File: config.mk
export PLATFORM = sky130hd
export DESIGN_NAME = lane_align_ctrl_flat
export DESIGN_NICKNAME = d
export VERILOG_FILES = /design/src/rtl/lane_align_ctrl_if.sv /design/src/rtl/lane_align_ctrl.sv /design/src/flat_wrapper.sv
export SDC_FILE = /design/constraint.sdc
export NUM_CORES = 1
export LEC_CHECK = 0
export BUFFER_PORTS_ARGS = -buffer_cell sky130_fd_sc_hd__buf_4
export CORE_ASPECT_RATIO = 1.5
export CORE_MARGIN = 2
export CORE_UTILIZATION = 50
export CTS_BUF_LIST = sky130_fd_sc_hd__clkbuf_8
export DETAILED_ROUTE_END_ITERATION = 8
export PLACE_DENSITY_LB_ADDON = 0.25
export SLEW_MARGIN = 0
export SYNTH_ARGS = -nofsm -noshare
export SYNTH_HDL_FRONTEND = slang
export SYNTH_SLANG_ARGS = --single-unit
File: constraint.sdc
create_clock -name px_clk -period 1.7 [get_ports px_clk]
set_input_delay 0.085 -clock px_clk [delete_from_list [all_inputs] [get_ports px_clk]]
set_output_delay 0.085 -clock px_clk [all_outputs]
set_load 0.01 [all_outputs]
File: src/rtl/lane_align_ctrl_if.sv
// Handshake/status bundle between the lane gearboxes, the px_ready source and lane_align_ctrl.
interface lane_align_ctrl_if #(
  parameter int unsigned NUM_LANES = 4
);
  logic                   start;
  logic [7*NUM_LANES-1:0] lane_data;
  logic [NUM_LANES-1:0]   lane_slip;
  logic [NUM_LANES-1:0]   lane_aligned;
  logic [NUM_LANES-1:0]   lane_error;
  logic [3:0]             cur_lane;
  logic                   align_busy;
  logic                   align_done;

  modport master (
    output start, lane_data,
    input  lane_slip, lane_aligned, lane_error, cur_lane, align_busy, align_done
  );

  modport slave (
    input  start, lane_data,
    output lane_slip, lane_aligned, lane_error, cur_lane, align_busy, align_done
  );
endinterface

File: src/rtl/lane_align_ctrl.sv
// Word-alignment sequencer: one shared comparator walks the lanes, slipping each gearbox until the
// training word repeats. LANE_ALIGN_RETRY_EN adds a second pass over lanes that failed.
module lane_align_ctrl #(
  parameter int unsigned NUM_LANES     = 4,
  parameter logic [6:0]  TRAIN_PATTERN = 7'b110_0011,
  parameter int unsigned MATCH_COUNT   = 8,
  parameter int unsigned SETTLE_CYCLES = 6
) (
  input logic              px_clk,
  input logic              px_reset,
  lane_align_ctrl_if.slave bus
);
  typedef enum logic [2:0] {
    StIdle, StSelect, StCheck, StSlip, StSettle, StNext, StDone
  } state_e;

  localparam logic [3:0] LastLane    = 4'(NUM_LANES - 1);
  localparam logic [3:0] MatchTarget = 4'(MATCH_COUNT);
  localparam logic [3:0] SettleLoad  = 4'(SETTLE_CYCLES);

  state_e               state_q, state_d;
  logic [3:0]           cur_lane_q, cur_lane_d;
  logic [2:0]           slip_cnt_q, slip_cnt_d;
  logic [3:0]           match_cnt_q, match_cnt_d;
  logic [3:0]           settle_cnt_q, settle_cnt_d;
  logic [NUM_LANES-1:0] aligned_q, aligned_d;
  logic [NUM_LANES-1:0] error_q, error_d;
  logic [6:0]           sel_word_q, sel_word_d;
  logic [NUM_LANES-1:0] lane_oh;
  logic [3:0]           match_inc;
  logic                 is_match;

  // Lane decode and comparator input mux share one walk over the lanes.
  always_comb begin
    lane_oh    = '0;
    sel_word_d = '0;
    for (int i = 0; i < int'(NUM_LANES); i++) begin
      if (cur_lane_q == 4'(i)) begin
        lane_oh[i] = 1'b1;
        sel_word_d = bus.lane_data[7*i +: 7];
      end
    end
  end

  assign is_match  = (sel_word_q == TRAIN_PATTERN);
  assign match_inc = (match_cnt_q == 4'hF) ? 4'hF : match_cnt_q + 4'd1;

`ifdef LANE_ALIGN_RETRY_EN
  logic       pass_q, pass_d;
  logic       retry_found;
  logic [3:0] retry_lane;

  // Lowest errored lane still ahead: any lane on the first pass, above cur_lane on the retry pass.
  always_comb begin
    retry_found = 1'b0;
    retry_lane  = '0;
    for (int i = int'(NUM_LANES) - 1; i >= 0; i--) begin
      if (error_q[i] && (!pass_q || (i > int'(cur_lane_q)))) begin
        retry_found = 1'b1;
        retry_lane  = 4'(i);
      end
    end
  end

  always_ff @(posedge px_clk or posedge px_reset) begin
    if (px_reset) begin
      pass_q <= 1'b0;
    end else begin
      pass_q <= pass_d;
    end
  end
`endif

  always_ff @(posedge px_clk or posedge px_reset) begin
    if (px_reset) begin
      state_q      <= StIdle;
      cur_lane_q   <= '0;
      slip_cnt_q   <= '0;
      match_cnt_q  <= '0;
      settle_cnt_q <= '0;
      aligned_q    <= '0;
      error_q      <= '0;
      sel_word_q   <= '0;
    end else begin
      state_q      <= state_d;
      cur_lane_q   <= cur_lane_d;
      slip_cnt_q   <= slip_cnt_d;
      match_cnt_q  <= match_cnt_d;
      settle_cnt_q <= settle_cnt_d;
      aligned_q    <= aligned_d;
      error_q      <= error_d;
      sel_word_q   <= sel_word_d;
    end
  end

  always_comb begin
    state_d      = state_q;
    cur_lane_d   = cur_lane_q;
    slip_cnt_d   = slip_cnt_q;
    match_cnt_d  = match_cnt_q;
    settle_cnt_d = settle_cnt_q;
    aligned_d    = aligned_q;
    error_d      = error_q;
`ifdef LANE_ALIGN_RETRY_EN
    pass_d       = pass_q;
`endif
    if (!bus.start) begin
      // Abort beats any decision taken this cycle.
      state_d     = StIdle;
      cur_lane_d  = '0;
      slip_cnt_d  = '0;
      match_cnt_d = '0;
      aligned_d   = '0;
      error_d     = '0;
`ifdef LANE_ALIGN_RETRY_EN
      pass_d      = 1'b0;
`endif
    end else begin
      unique case (state_q)
        StIdle: begin
          state_d     = StSelect;
          cur_lane_d  = '0;
          slip_cnt_d  = '0;
          match_cnt_d = '0;
          aligned_d   = '0;
          error_d     = '0;
`ifdef LANE_ALIGN_RETRY_EN
          pass_d      = 1'b0;
`endif
        end
        StSelect: begin
          state_d = StCheck;
`ifdef LANE_ALIGN_RETRY_EN
          if (pass_q) error_d = error_q & ~lane_oh;
`endif
        end
        StCheck: begin
          if (is_match) begin
            match_cnt_d = match_inc;
            if (match_inc == MatchTarget) begin
              aligned_d = aligned_q | lane_oh;
              state_d   = StNext;
            end
          end else if (slip_cnt_q != 3'd7) begin
            match_cnt_d = '0;
            state_d     = StSlip;
          end else begin
            error_d = error_q | lane_oh;
            state_d = StNext;
          end
        end
        StSlip: begin
          slip_cnt_d   = slip_cnt_q + 3'd1;
          settle_cnt_d = SettleLoad;
          state_d      = StSettle;
        end
        StSettle: begin
          if (settle_cnt_q <= 4'd1) begin
            state_d = StCheck;
          end else begin
            settle_cnt_d = settle_cnt_q - 4'd1;
          end
        end
        StNext: begin
          slip_cnt_d  = '0;
          match_cnt_d = '0;
`ifdef LANE_ALIGN_RETRY_EN
          if (!pass_q && (cur_lane_q != LastLane)) begin
            cur_lane_d = cur_lane_q + 4'd1;
            state_d    = StSelect;
          end else if (retry_found) begin
            pass_d     = 1'b1;
            cur_lane_d = retry_lane;
            state_d    = StSelect;
          end else begin
            state_d = StDone;
          end
`else
          if (cur_lane_q == LastLane) begin
            state_d = StDone;
          end else begin
            cur_lane_d = cur_lane_q + 4'd1;
            state_d    = StSelect;
          end
`endif
        end
        StDone: state_d = StDone;
        default: state_d = StIdle;
      endcase
    end
  end

  always_comb begin
    bus.lane_slip    = (state_q == StSlip) ? lane_oh : '0;
    bus.lane_aligned = aligned_q;
    bus.lane_error   = error_q;
    bus.cur_lane     = cur_lane_q;
    bus.align_busy   = (state_q != StIdle) && (state_q != StDone);
    bus.align_done   = (state_q == StDone);
  end
endmodule

File: src/flat_wrapper.sv
// flat-port wrapper written by rule: the top's interface ports become plain ports
module lane_align_ctrl_flat 
#(
  parameter int unsigned NUM_LANES     = 4,
  parameter logic [6:0]  TRAIN_PATTERN = 7'b110_0011,
  parameter int unsigned MATCH_COUNT   = 8,
  parameter int unsigned SETTLE_CYCLES = 6
)
  (px_clk, px_reset, bus_start, bus_lane_data, bus_lane_slip, bus_lane_aligned, bus_lane_error, bus_cur_lane, bus_align_busy, bus_align_done);
  lane_align_ctrl_if #(.NUM_LANES(NUM_LANES)) bus_i ();
  input logic px_clk;
  input logic px_reset;
  input wire logic [$bits(bus_i.start)-1:0] bus_start;
  input wire logic [$bits(bus_i.lane_data)-1:0] bus_lane_data;
  output wire logic [$bits(bus_i.lane_slip)-1:0] bus_lane_slip;
  output wire logic [$bits(bus_i.lane_aligned)-1:0] bus_lane_aligned;
  output wire logic [$bits(bus_i.lane_error)-1:0] bus_lane_error;
  output wire logic [$bits(bus_i.cur_lane)-1:0] bus_cur_lane;
  output wire logic [$bits(bus_i.align_busy)-1:0] bus_align_busy;
  output wire logic [$bits(bus_i.align_done)-1:0] bus_align_done;
  assign bus_i.start = bus_start;
  assign bus_i.lane_data = bus_lane_data;
  assign bus_lane_slip = bus_i.lane_slip;
  assign bus_lane_aligned = bus_i.lane_aligned;
  assign bus_lane_error = bus_i.lane_error;
  assign bus_cur_lane = bus_i.cur_lane;
  assign bus_align_busy = bus_i.align_busy;
  assign bus_align_done = bus_i.align_done;
  lane_align_ctrl #(.NUM_LANES(NUM_LANES), .TRAIN_PATTERN(TRAIN_PATTERN), .MATCH_COUNT(MATCH_COUNT), .SETTLE_CYCLES(SETTLE_CYCLES)) u_core (.px_clk(px_clk), .px_reset(px_reset), .bus(bus_i));
endmodule
# Word level (Yosys, flattened, before mapping)
# Cells that the tools add are included.
[word_totals]
ram_bits = 0
latchBits = 0
wordCells = 90
out_inout_bits = 18
register_bits = 33
mem_count = 0
in_bits = 31
rom_bits = 0
[classes]
bitwise_logic = 2
n_shift = 0
div = 0
eq_ne = 27
order_cmp = 1
add_sub_neg = 4
multipliers = 0
mux = 36
n_reduce_logical = 12
[op_table]
columns = ["operator", "n"]
rows = [
  ["4-bit 2-to-1 mux", 14],
  ["4-bit case mux with 2 select lines", 5],
  ["7-bit 2-to-1 mux", 4],
  ["3-bit 2-to-1 mux", 7],
  ["3-bit case mux with 7 select lines", 1],
  ["3-bit by 2-bit != test with 1-bit output, second input constant", 5],
  ["3-bit != test, second input constant", 5],
  ["3-bit equality test, second input constant", 3],
  ["3-bit AND reduction", 3],
  ["4-bit by 1-bit adder with 4-bit output, second input constant", 2],
  ["4-bit by 2-bit equality test with 1-bit output, second input constant", 2],
  ["4-bit equality test, second input constant", 2],
  ["4-bit bitwise OR", 2],
  ["7-bit equality test, second input constant", 1],
  ["3-bit by 2-bit equality test with 1-bit output, second input constant", 2],
  ["3-bit by 1-bit != test with 1-bit output, second input constant", 2],
  ["3-bit case mux with 2 select lines", 1],
  ["2-bit AND reduction", 3],
  ["4-bit by 1-bit equality test with 1-bit output, second input constant", 1],
  ["4-bit by 1-bit <= comparator with 1-bit output, second input constant", 1],
  ["4-bit zero test", 1],
  ["1-bit 2-to-1 mux", 4],
  ["4-bit by 2-bit != test with 1-bit output, second input constant", 1],
  ["4-bit != test, second input constant", 1],
  ["9 further kinds", 9],
]

# Logic depth before layout (Yosys ltp)
[logic_depth]
word_depth = 7
depth_mapped = 6
mapped_depth_nobuf = 6

# Worst setup path before layout
# No wires, ideal clock.
[synth_timing]
kind = "flip-flop to output port"
start = "register u_core.cur_lane_q[0] (netlist: u_core.bus.cur_lane[0])"
end = "output bus_lane_slip[3]"
path_stages_with_launch = 6
setup_slack_ns = 0.069
arrival_ns = 1.546
cell_sequence = "dfrtp_1 > ha_1 > or3b_1 > buf_6 > buf_2 > nor2_1"
[synth_between]
elab_chain_cells = 3
[synth_rtl]
columns = ["element", "line_no", "source"]
rows = [
  ["from (decl)", "lane_align_ctrl.sv:22", "logic [3:0] cur_lane_q, cur_lane_d;"],
  ["from (signal assigned)", "lane_align_ctrl.sv:86", "cur_lane_q <= cur_lane_d;"],
  ["4-bit by 2-bit equality test with 1-bit output", "lane_align_ctrl.sv:38", "if (cur_lane_q == 4'(i)) begin"],
  ["1-bit 2-to-1 mux", "lane_align_ctrl.sv:38", ""],
  ["4-bit 2-to-1 mux", "lane_align_ctrl.sv:194", "bus.lane_slip = (state_q == StSlip) ? lane_oh : '0;"],
  ["to (decl)", "flat_wrapper.sv:15", "output wire logic [$bits(bus_i.lane_slip)-1:0] bus_lane_slip;"],
]
# Every way passes these cells.

# Final worst setup path
[layout_timing]
start = "register u_core.sel_word_q[4]"
end = "register u_core.match_cnt_q[1]"
[layout_between]
elab_chain_cells = 4
word_cells_on_any_way = 6
[layout_rtl]
columns = ["element", "line_no", "source"]
rows = [
  ["from (decl)", "lane_align_ctrl.sv:28", "logic [6:0] sel_word_q, sel_word_d;"],
  ["from (signal assigned)", "lane_align_ctrl.sv:92", "sel_word_q <= sel_word_d;"],
  ["7-bit equality test *", "lane_align_ctrl.sv:45", "assign is_match = (sel_word_q == TRAIN_PATTERN);"],
  ["4-bit 2-to-1 mux", "lane_align_ctrl.sv:138", "if (is_match) begin"],
  ["4-bit case mux with 2 select lines", "lane_align_ctrl.sv:119", "unique case (state_q)"],
  ["4-bit 2-to-1 mux", "lane_align_ctrl.sv:107", "if (!bus.start) begin"],
  ["to (signal assigned)", "lane_align_ctrl.sv:88", "match_cnt_q <= match_cnt_d;"],
  ["to (decl)", "lane_align_ctrl.sv:24", "logic [3:0] match_cnt_q, match_cnt_d;"],
]
# Mark *: on every way between the ends. The rest lies on a longest branch, timed or not.
# A chain may end at the register's enable or synchronous reset.

==> metrics <==
status=completed; Main synth FF type=dfrtp_1; CP Launch Type=flop; Syn Inst Count=207; Slowest Stage Delay on Critical Path=0.39 ns; Seq cells post-synth=33; internal power=1.33 mW; PwrDens=696 nW/um^2; Area contributors post-synth=dfrtp_1, ha_1, a21oi_1; Initial DRC Count=48; number of fill cells in the layout=316; skew final=0.00257 ns; CTS max path bufs=2; Pins Over Slew Limit=0; Mean Syn Cell Area=10.0 sq um; share of power burned in registers=0.470; Die W=56.6 um; yosys warns=0; Worst Setup Path Type=flop to flop; design area=2730 sq um; setup_tns=0 ns; CP max-delay cell=dfrtp_1; post-synth top area cell=dfrtp_1; final core utilization=0.689; FF+latch area=828 sq um; worst vdd ir=0.000493 V; crit path capture type=flop; Pre-antenna DRT Iters=4; Via Count=1876; asr flop ratio synth=1.00; WL/cell=15.4 um; number of global-route vias before repair=1846; ANT nets after route=0; Worst slew margin=0.716; Final Cycle Share=0.967; total congestion overflow=0; Lkg Pwr=1.32 nW; Placement Cell Area=2550 sq um; Worst Setup Slack post-DPL=-0.0846 ns; Layout area overhead=31.2%; share of layout cells above drive strength 1=0.372; Clock transition at path regs=0.07 ns; Gate power share=0.229; Total Nets Final=316; die height=83.0 um; Commonest cells post-synth=dfrtp_1, nor2_1, a21oi_1, o21ai_0, nand2_1; TritonCTS clock tree=yes; Root Driver=clkbuf_8; # rows=28; routability cong.=0.854; Max Cap Viol=0; worst-margin pin slew=0.426 ns; Clk network pwr share=0.301; Worst-Skew Late Latency=0.28 ns; Crit path arrival time=1.82 ns; largest net degree at the start of global routing=34; I/O pins=49; register area share after synthesis=0.397; CP cell instances=nand4bb_1 -> o311ai_4 -> and2_4 -> mux2_4; Residual DRC=0; Starting Density=0.525; hold crit path type=primary input to flop; Core Box Area=3960 sq um; Post-synth EDFFs=0; RSZ-0062 raised after global routing=true; Final Hold Slack=0.0546 ns; Post-Syn Area=2080 sq um; CTS Sinks=33; FMAX=608 MHz; Sw Share=0.298; Final WS setup=0.0553 ns; Distinct cells, synth=58; sw power=0.566 mW; # H-tree levels=2; final wirelength=4.95 mm; top-count cell post-synth=dfrtp_1; Final min period=1.64 ns; Yosys top cell area share=0.397; dpl cells=307; final setup vio count=0; Post-Layout Cell Count=322; post-DP HPWL=3.57 mm; initial antenna violation count=0; count of input and output buffers=48; syn nets=247; diodes inserted=0; DIE AREA=4700 sq um; Critical Path RT=1.87 ns; crit-path max FO=5; Total GRT Usage=0.212; number of CTS-inserted buffers=5; area of the multi-input gates=1180 sq um; total power=1.90 mW; first-pass GRT wire length=8.22 mm; post-DR vias/cell=5.83; final hold viol count=0
==> power groups by stage <==
stage / registers (mW) / clock network [mW] / logic, mW
after global placement: 0.906 / 0 / 0.422
after global routing: 0.902 / 0.615 / 0.491
after floorplan: 0.889 / 0 / 0.300
after CTS: 0.892 / 0.582 / 0.434
after detailed placement: 0.906 / 0 / 0.430
final: 0.892 / 0.571 / 0.436
==> flip-flops by register name, summed over array words and instances (netlist names) <==
signal                   cells
u_core.sel_word_q            7
u_core.bus.lane_error        4
u_core.bus.lane_aligned      4
u_core.state_q               3
u_core.bus.cur_lane          4
u_core.slip_cnt_q            3
u_core.settle_cnt_q          4
u_core.match_cnt_q           4
==> worst paths after layout <==
kind                                           from                       end  slack [ns]  cells past startpoint
min                               bus_lane_data[27]      u_core.sel_word_q[6]        0.05                      3
max reg2reg                    u_core.sel_word_q[4]     u_core.match_cnt_q[1]        0.06                      4
min in group asynchronous                  px_reset  u_core.bus.lane_error[2]        0.45                      4
max in group asynchronous                  px_reset    u_core.bus.cur_lane[2]        0.92                      4
max                            u_core.sel_word_q[4]     u_core.match_cnt_q[1]        0.06                      4
min reg2reg                u_core.bus.lane_error[3]  u_core.bus.lane_error[3]        0.48                      2
==> cell families (layout without fill, tap and decap cells) <==
family | Yosys count | count (layout) | share of synthesized area
mux | 6 | 6 | 0.0349
compound gates | 67 | 67 | 0.237
fa+ha+maj | 9 | 9 | 0.0542
xor+xnor | 4 | 4 | 0.0169
simple gates | 69 | 69 | 0.210
buf+inv | 19 | 89 | 0.0506
flops | 33 | 33 | 0.397
==> cell type report <==
class | instances | share of cell area
tap | 45 | 0.0206
inverter | 9 | 0.0124
clock inverter | 3 | 0.00505
clock buffer | 5 | 0.0252
timing repair buffer | 72 | 0.199
sequential | 33 | 0.304
multi-input combinational | 155 | 0.434
==> critical path: cells and delay by family (launching register included) <==
family	cells	cell delay [ns]
flip-flops	1	0.39
AND/OR/NAND/NOR	2	0.51
multiplexers	1	0.29
AO/OA/AOI/OAI	1	0.35
==> layout by cell type, fill, tap and decap left out, types with 3 or more instances in the layout <==
cell,n
buf_4,71
dfrtp_1,31
nor2_1,16
a21oi_1,16
o21ai_0,12
nand2_1,10
inv_1,10
a221o_1,7
nand3_1,6
ha_1,6
a22o_1,5
clkbuf_8,5
xor2_1,4
a22oi_1,4
nor2b_1,4
and3_1,4
a32o_1,4
nor3b_4,3
ha_2,3
==> repair_timing <==
| item | CTS | global route |
|---|---|---|
| gates resized for setup | 3 | 9 |
| buffers inserted | 5 | 2 |
| endpoints found under the setup margin | 9 | 15 |
| hold buffers | 1 | 0 |
| pin swaps | 0 | 4 |
| hold endpoints to repair | 33 | 0 |
==> per-layer routing <==
layer  wire length (um)  track usage  share of wire
met5                  0            0              0
met4                 21       0.0346         0.0042
met3                217       0.0436          0.044
met2               2630        0.375           0.53
met1               2080        0.266           0.42
Note: power is estimated with default switching activity, not from simulation.
